### config.mk
export PLATFORM = sky130hd
export DESIGN_NAME = pwm_burst_source
export DESIGN_NICKNAME = d
export VERILOG_FILES = /design/src/rtl/pwm_burst_source_pkg.sv /design/src/rtl/pwm_burst_source_duty_scaler.sv /design/src/rtl/pwm_burst_source.sv
export SDC_FILE = /design/constraint.sdc
export NUM_CORES = 1
export LEC_CHECK = 0
export ABC_AREA = 1
export CORE_MARGIN = 3
export CORE_UTILIZATION = 46
export CTS_BUF_LIST = sky130_fd_sc_hd__clkbuf_4
export DETAILED_ROUTE_END_ITERATION = 16
export PLACE_DENSITY = 0.66
export SYNTH_ARGS = -nofsm -noshare
export SYNTH_HDL_FRONTEND = slang
export SYNTH_SLANG_ARGS = --single-unit
### constraint.sdc
create_clock -name clk -period 1.92 [get_ports clk]
set_input_delay 0.576 -clock clk [delete_from_list [all_inputs] [get_ports clk]]
set_output_delay 0.576 -clock clk [all_outputs]
set_load 0.01 [all_outputs]
### src/rtl/pwm_burst_source_pkg.sv
// ---------------------------------------------------------------------------
// pwm_burst_source_pkg
//   Shared constants and types for the 40 kHz PWM burst source and any later
//   PWM / phase logic that has to agree with its period.
//   - PWM_PERIOD / PWM_CTR_W : clocks per PWM period and counter width
//   - PWM_SAMPLE_W           : ADC sample width
//   - ADC_CHANNEL_DEF        : ADC channel accepted by default
//   - BURST_ON_DEF / _OFF_DEF: default burst gating lengths in periods
//   - burst_state_e          : burst gating FSM states
//   - burst_cnt_width()      : width of the period counter used by the FSM
// ---------------------------------------------------------------------------
package pwm_burst_source_pkg;

  localparam int PWM_PERIOD   = 1250;
  localparam int PWM_CTR_W    = 11;
  localparam int PWM_SAMPLE_W = 10;

  localparam logic [3:0] ADC_CHANNEL_DEF = 4'd0;

  localparam int BURST_ON_DEF  = 8;
  localparam int BURST_OFF_DEF = 32;

  typedef enum logic [1:0] {
    ST_IDLE  = 2'd0,
    ST_CONT  = 2'd1,
    ST_BURST = 2'd2,
    ST_GAP   = 2'd3
  } burst_state_e;

  // Enough bits to count 0..max(on,off)-1; never narrower than one bit.
  function automatic int burst_cnt_width(input int on_periods, input int off_periods);
    int longest;
    longest = (on_periods > off_periods) ? on_periods : off_periods;
    return (longest > 1) ? $clog2(longest) : 1;
  endfunction

endpackage

### src/rtl/pwm_burst_source_duty_scaler.sv
// ---------------------------------------------------------------------------
// pwm_burst_source_duty_scaler
//   Turns an accepted ADC sample into a PWM compare value:
//     pending = (sample * PERIOD) >> SAMPLE_W   (unsigned, truncating)
//   The multiply is registered, then the shifted result lands in pending_q,
//   so a sample reaches pending_q two edges after its strobe. Samples from
//   any channel other than ADC_CHANNEL leave both stages untouched.
// Ports:
//   clk, rst_n       : clock, async active-low reset
//   new_sample       : one-cycle strobe qualifying sample / sample_channel
//   sample           : unsigned ADC result
//   sample_channel   : ADC channel tag of sample
//   pending_q        : compare value waiting for the next period boundary
// ---------------------------------------------------------------------------
module pwm_burst_source_duty_scaler
  import pwm_burst_source_pkg::*;
#(
  parameter int         PERIOD      = PWM_PERIOD,
  parameter int         CTR_W       = PWM_CTR_W,
  parameter int         SAMPLE_W    = PWM_SAMPLE_W,
  parameter logic [3:0] ADC_CHANNEL = ADC_CHANNEL_DEF
) (
  input  logic                clk,
  input  logic                rst_n,
  input  logic                new_sample,
  input  logic [SAMPLE_W-1:0] sample,
  input  logic [3:0]          sample_channel,
  output logic [CTR_W-1:0]    pending_q
);

  localparam int                PROD_W   = SAMPLE_W + CTR_W;
  localparam logic [PROD_W-1:0] PERIOD_P = PROD_W'(PERIOD);

  logic              prod_vld_q, prod_vld_d;
  logic [PROD_W-1:0] prod_q, prod_d;
  logic [CTR_W-1:0]  pending_d;

  // Next-state for the multiply stage and the pending compare value.
  always_comb begin
    prod_vld_d = new_sample && (sample_channel == ADC_CHANNEL);
    if (prod_vld_d) begin
      prod_d = PROD_W'(sample) * PERIOD_P;
    end else begin
      prod_d = prod_q;
    end
    if (prod_vld_q) begin
      pending_d = CTR_W'(prod_q >> SAMPLE_W);
    end else begin
      pending_d = pending_q;
    end
  end

  // Pipeline registers.
  always_ff @(posedge clk or negedge rst_n) begin
    if (!rst_n) begin
      prod_vld_q <= 1'b0;
      prod_q     <= '0;
      pending_q  <= '0;
    end else begin
      prod_vld_q <= prod_vld_d;
      prod_q     <= prod_d;
      pending_q  <= pending_d;
    end
  end

endmodule

### src/rtl/pwm_burst_source.sv
// ---------------------------------------------------------------------------
// pwm_burst_source
//   40 kHz PWM source for the phased delay line, with optional tone bursts.
//   A free-running period counter sets the phase; the duty comes from the
//   ADC via the duty scaler and is only adopted at the period wrap, as are
//   all enable / burst_mode decisions, so every emitted period is whole.
// Ports:
//   clk, rst_n      : 50 MHz clock, async active-low reset
//   new_sample      : one-cycle strobe qualifying sample / sample_channel
//   sample          : unsigned ADC result
//   sample_channel  : ADC channel tag of sample
//   enable          : level, high = produce output
//   burst_mode      : high = BURST_ON on / BURST_OFF off, low = continuous
//   pwm_out         : registered PWM to the delay line
//   period_start    : one-cycle pulse on the first clock of each period
//   burst_active    : registered, high while the FSM is in BURST
// ---------------------------------------------------------------------------
module pwm_burst_source
  import pwm_burst_source_pkg::*;
#(
  parameter int         PERIOD      = PWM_PERIOD,
  parameter int         CTR_W       = PWM_CTR_W,
  parameter int         SAMPLE_W    = PWM_SAMPLE_W,
  parameter logic [3:0] ADC_CHANNEL = ADC_CHANNEL_DEF,
  parameter int         BURST_ON    = BURST_ON_DEF,
  parameter int         BURST_OFF   = BURST_OFF_DEF
) (
  input  logic                clk,
  input  logic                rst_n,
  input  logic                new_sample,
  input  logic [SAMPLE_W-1:0] sample,
  input  logic [3:0]          sample_channel,
  input  logic                enable,
  input  logic                burst_mode,
  output logic                pwm_out,
  output logic                period_start,
  output logic                burst_active
);

  localparam int               BCNT_W    = burst_cnt_width(BURST_ON, BURST_OFF);
  localparam logic [CTR_W-1:0] CTR_LAST  = CTR_W'(PERIOD - 1);
  localparam logic [CTR_W-1:0] CTR_ONE   = CTR_W'(1);
  localparam logic [BCNT_W-1:0] ON_LAST  = BCNT_W'(BURST_ON - 1);
  localparam logic [BCNT_W-1:0] OFF_LAST = BCNT_W'(BURST_OFF - 1);
  localparam logic [BCNT_W-1:0] BCNT_ONE = BCNT_W'(1);
  localparam logic [BCNT_W-1:0] BCNT_MAX = {BCNT_W{1'b1}};

  logic [CTR_W-1:0]  ctr_q, ctr_d;
  logic [CTR_W-1:0]  active_q, active_d;
  logic [CTR_W-1:0]  pending_s;
  burst_state_e      state_q, state_d;
  logic [BCNT_W-1:0] bcnt_q, bcnt_d;
  logic [BCNT_W-1:0] bcnt_inc_s;
  logic              pwm_q, pwm_d;
  logic              period_start_q, period_start_d;
  logic              burst_active_q, burst_active_d;
  logic              wrap_s;
  logic              gate_s;

  pwm_burst_source_duty_scaler #(
    .PERIOD      (PERIOD),
    .CTR_W       (CTR_W),
    .SAMPLE_W    (SAMPLE_W),
    .ADC_CHANNEL (ADC_CHANNEL)
  ) u_duty_scaler (
    .clk            (clk),
    .rst_n          (rst_n),
    .new_sample     (new_sample),
    .sample         (sample),
    .sample_channel (sample_channel),
    .pending_q      (pending_s)
  );

  // Counter, compare latch, burst FSM and output next-state.
  always_comb begin
    wrap_s = (ctr_q == CTR_LAST);

    if (wrap_s) begin
      ctr_d    = '0;
      active_d = pending_s;
    end else begin
      ctr_d    = ctr_q + CTR_ONE;
      active_d = active_q;
    end

    // Saturate rather than wrap if a state ever overstays its count.
    if (bcnt_q == BCNT_MAX) begin
      bcnt_inc_s = bcnt_q;
    end else begin
      bcnt_inc_s = bcnt_q + BCNT_ONE;
    end

    state_d = state_q;
    bcnt_d  = bcnt_q;
    if (wrap_s) begin
      case (state_q)
        ST_IDLE: begin
          if (enable) begin
            state_d = burst_mode ? ST_BURST : ST_CONT;
            bcnt_d  = '0;
          end else begin
            state_d = ST_IDLE;
          end
        end
        ST_CONT: begin
          if (!enable) begin
            state_d = ST_IDLE;
          end else if (burst_mode) begin
            state_d = ST_BURST;
            bcnt_d  = '0;
          end else begin
            state_d = ST_CONT;
          end
        end
        ST_BURST: begin
          if (!enable) begin
            state_d = ST_IDLE;
            bcnt_d  = '0;
          end else if (bcnt_q == ON_LAST) begin
            state_d = ST_GAP;
            bcnt_d  = '0;
          end else begin
            bcnt_d = bcnt_inc_s;
          end
        end
        ST_GAP: begin
          if (!enable) begin
            state_d = ST_IDLE;
            bcnt_d  = '0;
          end else if (!burst_mode) begin
            state_d = ST_CONT;
            bcnt_d  = '0;
          end else if (bcnt_q == OFF_LAST) begin
            state_d = ST_BURST;
            bcnt_d  = '0;
          end else begin
            bcnt_d = bcnt_inc_s;
          end
        end
        default: begin
          state_d = ST_IDLE;
          bcnt_d  = '0;
        end
      endcase
    end else begin
      state_d = state_q;
    end

    gate_s         = (state_q == ST_BURST) || (state_q == ST_CONT);
    pwm_d          = gate_s && (ctr_q < active_q);
    period_start_d = (ctr_q == '0);
    burst_active_d = (state_q == ST_BURST);
  end

  // All state and the registered outputs; reset clears outputs at once.
  always_ff @(posedge clk or negedge rst_n) begin
    if (!rst_n) begin
      ctr_q          <= '0;
      active_q       <= '0;
      state_q        <= ST_IDLE;
      bcnt_q         <= '0;
      pwm_q          <= 1'b0;
      period_start_q <= 1'b0;
      burst_active_q <= 1'b0;
    end else begin
      ctr_q          <= ctr_d;
      active_q       <= active_d;
      state_q        <= state_d;
      bcnt_q         <= bcnt_d;
      pwm_q          <= pwm_d;
      period_start_q <= period_start_d;
      burst_active_q <= burst_active_d;
    end
  end

  assign pwm_out      = pwm_q;
  assign period_start = period_start_q;
  assign burst_active = burst_active_q;

endmodule
Word level (Yosys, flattened, before mapping)

Cells that the tools add are included.

Flip-flop bits (word level): 64
Bits in latches: 0
Bits in writable memories: 0
Memory bits (read-only): 0
Bits of input ports: 19
Output and inout bits: 3
Word-level logic and storage cells: 53
Memories kept: 0

Add/subtract/negate cells: 2
Multipliers: 1
Divide/modulo/power cells: 0
Order comparisons: 1
Equality and inequality tests: 11
Shift-type cells: 0
Muxes and demuxes: 19
Bitwise gates (word level): 0
Reductions and logical operators: 9

Operator list:

| operator                                                                 | number |
|---|---|
| 5-bit two-way mux                                                        | 9 |
| 10-bit by 10-bit multiplier with 20-bit output (second input constant)   | 1 |
| 5-bit one-hot mux with 4 select lines                                    | 1 |
| 2-bit two-way mux                                                        | 7 |
| 11-bit by 1-bit adder with 11-bit output (second input constant)         | 1 |
| 11-bit == test (second input constant)                                   | 1 |
| 11-bit logical NOT                                                       | 1 |
| 11-bit < comparator                                                      | 1 |
| 11-bit two-way mux                                                       | 1 |
| 2-bit inequality test (second input constant)                            | 3 |
| 2-bit one-hot mux with 3 select lines                                    | 1 |
| 5-bit by 1-bit adder with 5-bit output (second input constant)           | 1 |
| 5-bit by 3-bit == test with 1-bit output (second input constant)         | 1 |
| 5-bit == test (second input constant)                                    | 1 |
| 2-bit == test (second input constant)                                    | 2 |
| 4-bit logical NOT                                                        | 1 |
| 4-bit inequality test (second input constant)                            | 1 |
| 4-bit AND reduction                                                      | 1 |
| 3-bit by 2-bit inequality test with 1-bit output (second input constant) | 1 |
| 3-bit AND reduction                                                      | 1 |
| 2-bit by 1-bit == test with 1-bit output (second input constant)         | 1 |
| 1-bit logical AND                                                        | 2 |
| 2-bit logical NOT                                                        | 1 |
| 2-bit OR reduction                                                       | 1 |
| 1-bit logical OR                                                         | 1 |

Longest topological paths before layout

Depth in word-level cells: 6
Gate-level depth with buffers: 19
Mapped depth without buffers: 19

By module

Synthesis repeated with hierarchy kept, for this count alone.

Cells, all modules: 578
Area, all modules: 4,624.4 µm²

Modules (own cells, without submodules):

| module                       | instances | cells an instance | area each (µm²) | seq. area each (µm²) |
|---|---|---|---|---|
| pwm_burst_source_duty_scaler | 1         | 325               | 2,606.2         | 575.6 |
| pwm_burst_source             | 1         | 253               | 2,018.2         | 800.8 |

Least setup slack after synthesis

OpenSTA, ideal clock, no wires.

Kind: in2reg
Start: input port sample[3]
End: register u_duty_scaler.prod_q[11]
Library setup time: 0.117 ns
Arrival time: 3.617 ns
Data required time: 1.803 ns
Setup slack: -1.814 ns
Stages on the path: 17
Buffers on the path: 0
Path through: inv_1 > fa_1 > inv_1 > ha_1 > ha_1 > ha_1 > inv_1 > fa_1 > inv_1 > ha_1 > nand2_1 > inv_1 > a21oi_1 > nand2_1 > or2_2 > nand3_1 > nand2_1

Word-level cells in the longest chain between the ends: 1

Ends and longest elaborated chain:

| what                                           | RTL line                           | text |
|---|---|---|
| from (decl)                                    | pwm_burst_source.sv:31             | `input logic [SAMPLE_W-1:0] sample,` |
| 10-bit by 10-bit multiplier with 20-bit output | pwm_burst_source_duty_scaler.sv:42 | `prod_d = PROD_W'(sample) * PERIOD_P;` |
| to (signal assigned)                           | pwm_burst_source_duty_scaler.sv:61 | `prod_q <= prod_d;` |
| to (decl)                                      | pwm_burst_source_duty_scaler.sv:35 | `logic [PROD_W-1:0] prod_q, prod_d;` |

Every way passes these cells.
A chain may end at the register's enable or synchronous reset.

Final worst setup path

Start: input port sample[5]
End: register u_duty_scaler.prod_q[19]

Same word-level chain as after synthesis.

==> summary.txt <==
Synth
  • Post-Synth Simple-Gate Area: between 10% and 20%
  • Most frequent cells after synthesis: nand2_1, inv_1, ha_1, dfrtp_1, nand3_1
  • Yosys reg bits: between 50 and 60
  • Gate Count Post-Synth: about 560
  • Yosys cell types: 35
  • Mux contribution to synthesized area: under 10%
  • Top cells by area, synth: dfrtp_1, ha_1, nand2_1
  • XOR/XNOR share of the synthesized area: less than 1%
  • Post-synth EDFFs: 0
  • Post-synth top flop: dfrtp_1
  • Syn_nets: roughly 660
  • Yosys warns: 0
  • Synth area leader: dfrtp_1
  • Seq/Total Area, Yosys: a little under a third
  • Largest family of logic cells by synthesized area: adder cells
  • Fraction of registers with async set or reset after synthesis: 100%
  • Synthesized area: ~0.0044 sq mm
  • Yosys top cell area share: between 30% and 40%
  • Cell with the most instances after synthesis: nand2_1
  • Post-Synth Adder-Cell Area: between 20% and 30%
  • Compound-Gate Fraction of Synth Area: around 7.2%
  • Synth Area per Inst: 7.99 sq um

Clock tree
  • Clock-pin slew on the worst setup and hold paths: between 0.15 and 0.2 ns
  • Hold buffer count at cts: 0
  • H-tree depth: 2
  • Clock Sinks: 55
  • Total CTS buffers: 5
  • Max Buffers Root-to-Sink: 2
  • Skew-Pair Late Insertion Delay: ~0.38 ns
  • CTS root buffer: clkbuf_4
  • TritonCTS clock tree: built

Place
  • Port Buffers: 21
  • Cell count after placement: ~740
  • Gpl congestion: around 0.90
  • DP Wirelength: 7100 um
  • Post-Place Cell Area: around 0.0053 sq mm

Worst setup path
  • Max FO, Critical Path: 4
  • WP data arrival: ~3.7 ns
  • Startpoint Class: input pin
  • CP Capture Type: flip-flop
  • Crit Path Class: input pin to flip-flop
  • CP required: between 2 and 2.5 ns

GRT
  • Vias in the first global route: ~3,700
  • Tot GR Track Use: between 10% and 20%
  • Largest net degree at the start of global routing: between 50 and 60
  • Initial antenna violation count: 0
  • First-pass GRT wire length: 15,600 um
  • GRT overflow: 0

Floorplan
  • I/O pin cnt: 22
  • Std cell rows: 35
  • Die Ht: roughly 100 um
  • Die extent in x: roughly 100 um
  • Die area: about 0.011 sq mm
  • Core region area: between 0.009 and 0.01 sq mm
  • Initial core utilization: a little under half

Routing
  • Vias per cell: 4.92
  • DRT iter0 DRCs: 75
  • Detailed-route DRC error count: 0
  • WL/cell: roughly 12 um
  • Pre-antenna DRT Iters: 7
  • Routed WL: 9290 um
  • Vias post-DR: ~3,700
  • Final ANT Viol Nets: 0

Timing
  • Worst slew pin tran: about 0.43 ns
  • Post-route clock period utilization: 176%
  • Final Critical Period: about 3.4 ns
  • Final Hold Fails: 0
  • Fin worst setup slack: -1.47 ns
  • Setup TNS: -14.95 ns
  • Rel. slew slack: between 70% and 80%
  • Final Setup Violations: 11
  • RSZ-0062 raised after global routing: yes
  • Hold slack: ~0.16 ns
  • Setup Skew: 0.0144 ns
  • Fmax: 295 MHz
  • Max Transition Viols Final: 0

Finish
  • Fraction of layout cells with a size suffix above 1: approximately 30%
  • Final Cell Area: about 0.0058 sq mm
  • Nets@finish: roughly 730
  • Cell Count, Final, Fillers Out: approximately 750
  • # diodes: 0
  • Area Growth Syn to Fin: 29.9%

Pwr
  • P_leak: roughly 0.0029 uW
  • Final Power: about 5600 uW
  • Pwr/cell area: about 970 mW/mm^2
  • VDD IR max: roughly 0.00053 V

Flow run
  • Max cap viols: 0

Run status
  • Status: finished, violations left
  • Failing checks: negative setup slack

Worst hold path
  • Hold Crit Class: input pin to asynchronous set/reset pin
-- layer usage --
layer | vias to the layer above | global-route usage [%] | wire (um)
li1 | 1872 | - | -
met5 | - | 0 | 0
met2 | 63 | 32.5 | 5030
met3 | 24 | 2.05 | 192
met4 | 0 | 5.79 | 274
met1 | 1744 | 19.4 | 3790
-- worst max-delay path, stage by stage --
cell and delay [ns]:
buf_4 0.13, buf_6 0.12, fa_1 0.46, ha_1 0.33, inv_2 0.05, fa_1 0.50, inv_2 0.05, ha_4 0.26
ha_4 0.19, ha_4 0.30, nand2_2 0.08, inv_2 0.08, nand2_2 0.07, nor3_2 0.16, nand2_2 0.08, nand2_1 0.07
nand2_1 0.05, nand3_1 0.07, nand2_1 0.05
-- layout make-up --
cell class	instances	area [sq um]
multi-input cells	370	3070
repair buffers	67	603
well taps	129	161
flip-flops and latches	55	1380
fillers	814	3520
clock buffers	5	37.5
clock inverters	3	20.0
inverters	124	490
-- cells by family after synthesis --
group | count (synthesis)
AOI/OAI and AO/OA | 59
xor gates and xnor gates | 5
adders and majority gates | 87
buffers and inverters | 130
DFF | 55
muxes | 10
and+or+nand+nor | 209
-- cells in the final DEF, fill, tap and decap left out, drive strengths merged --
cell type	n
buf	54
nor4	1
a31oi	1
nand3b	1
nand4	4
dfrtp	55
and2	1
xor2	3
o21bai	1
nor3	7
o21a	3
inv	122
clkinv	3
nand3	26
clkinvlp	2
clkdlybuf4s50	10
o22ai	1
fa	16
xnor2	2
mux2	10
o211ai	3
a21oi	22
clkdlybuf4s15	1
o21ai	28
nor2	25
nand2	143
or2	1
clkbuf	5
ha	71
dlygate4sd2	2
-- through the flow --
step / util [%] / setup slack [ns]
floorplan: - / -1.57
global placement: 57.0 / -2.34
CTS: 59.7 / -1.39
finish: 62.0 / -1.47
detailed placement: 57.0 / -2.42
global route: 62.0 / -1.53
-- repair_timing --
action	CTS	global route
pin swaps	42	35
buffers inserted	4	6
setup endpoints to repair	11	12
hold endpoints to repair	0	0
resized for setup	93	42
-- state kept, by name, indices dropped and copies added, names as in the netlist --
signal	cells
active_q	11
bcnt_q	5
burst_active	1
ctr_q	11
period_start	1
pwm_out	1
state_q	2
u_duty_scaler.pending_q	11
u_duty_scaler.prod_q	11
u_duty_scaler.prod_vld_q	1
-- report_power, final --
| part | switching, uW | internal, uW |
|---|---|---|
| Sequential | 98.4 | 1350 |
| Clock | 362 | 142 |
| Combinational | 1870 | 1780 |
-- path summary, 6_finish.rpt --
kind / start / endpoint / slack [ns] / cells past startpoint
worst min register to register: u_duty_scaler.prod_q[16] / u_duty_scaler.prod_q[16] / 0.49 / 2
worst max-delay path: sample[5] / u_duty_scaler.prod_q[19] / -1.47 / 19
min in group clk: u_duty_scaler.prod_q[16] / u_duty_scaler.prod_q[16] / 0.49 / 2
worst min-delay path: rst_n / ctr_q[2] / 0.16 / 2
max in group asynchronous: rst_n / u_duty_scaler.prod_q[16] / 1.51 / 2
worst max register to register: bcnt_q[1] / bcnt_q[0] / 0.13 / 9
No activity file was read; power rests on OpenSTA's default activity.
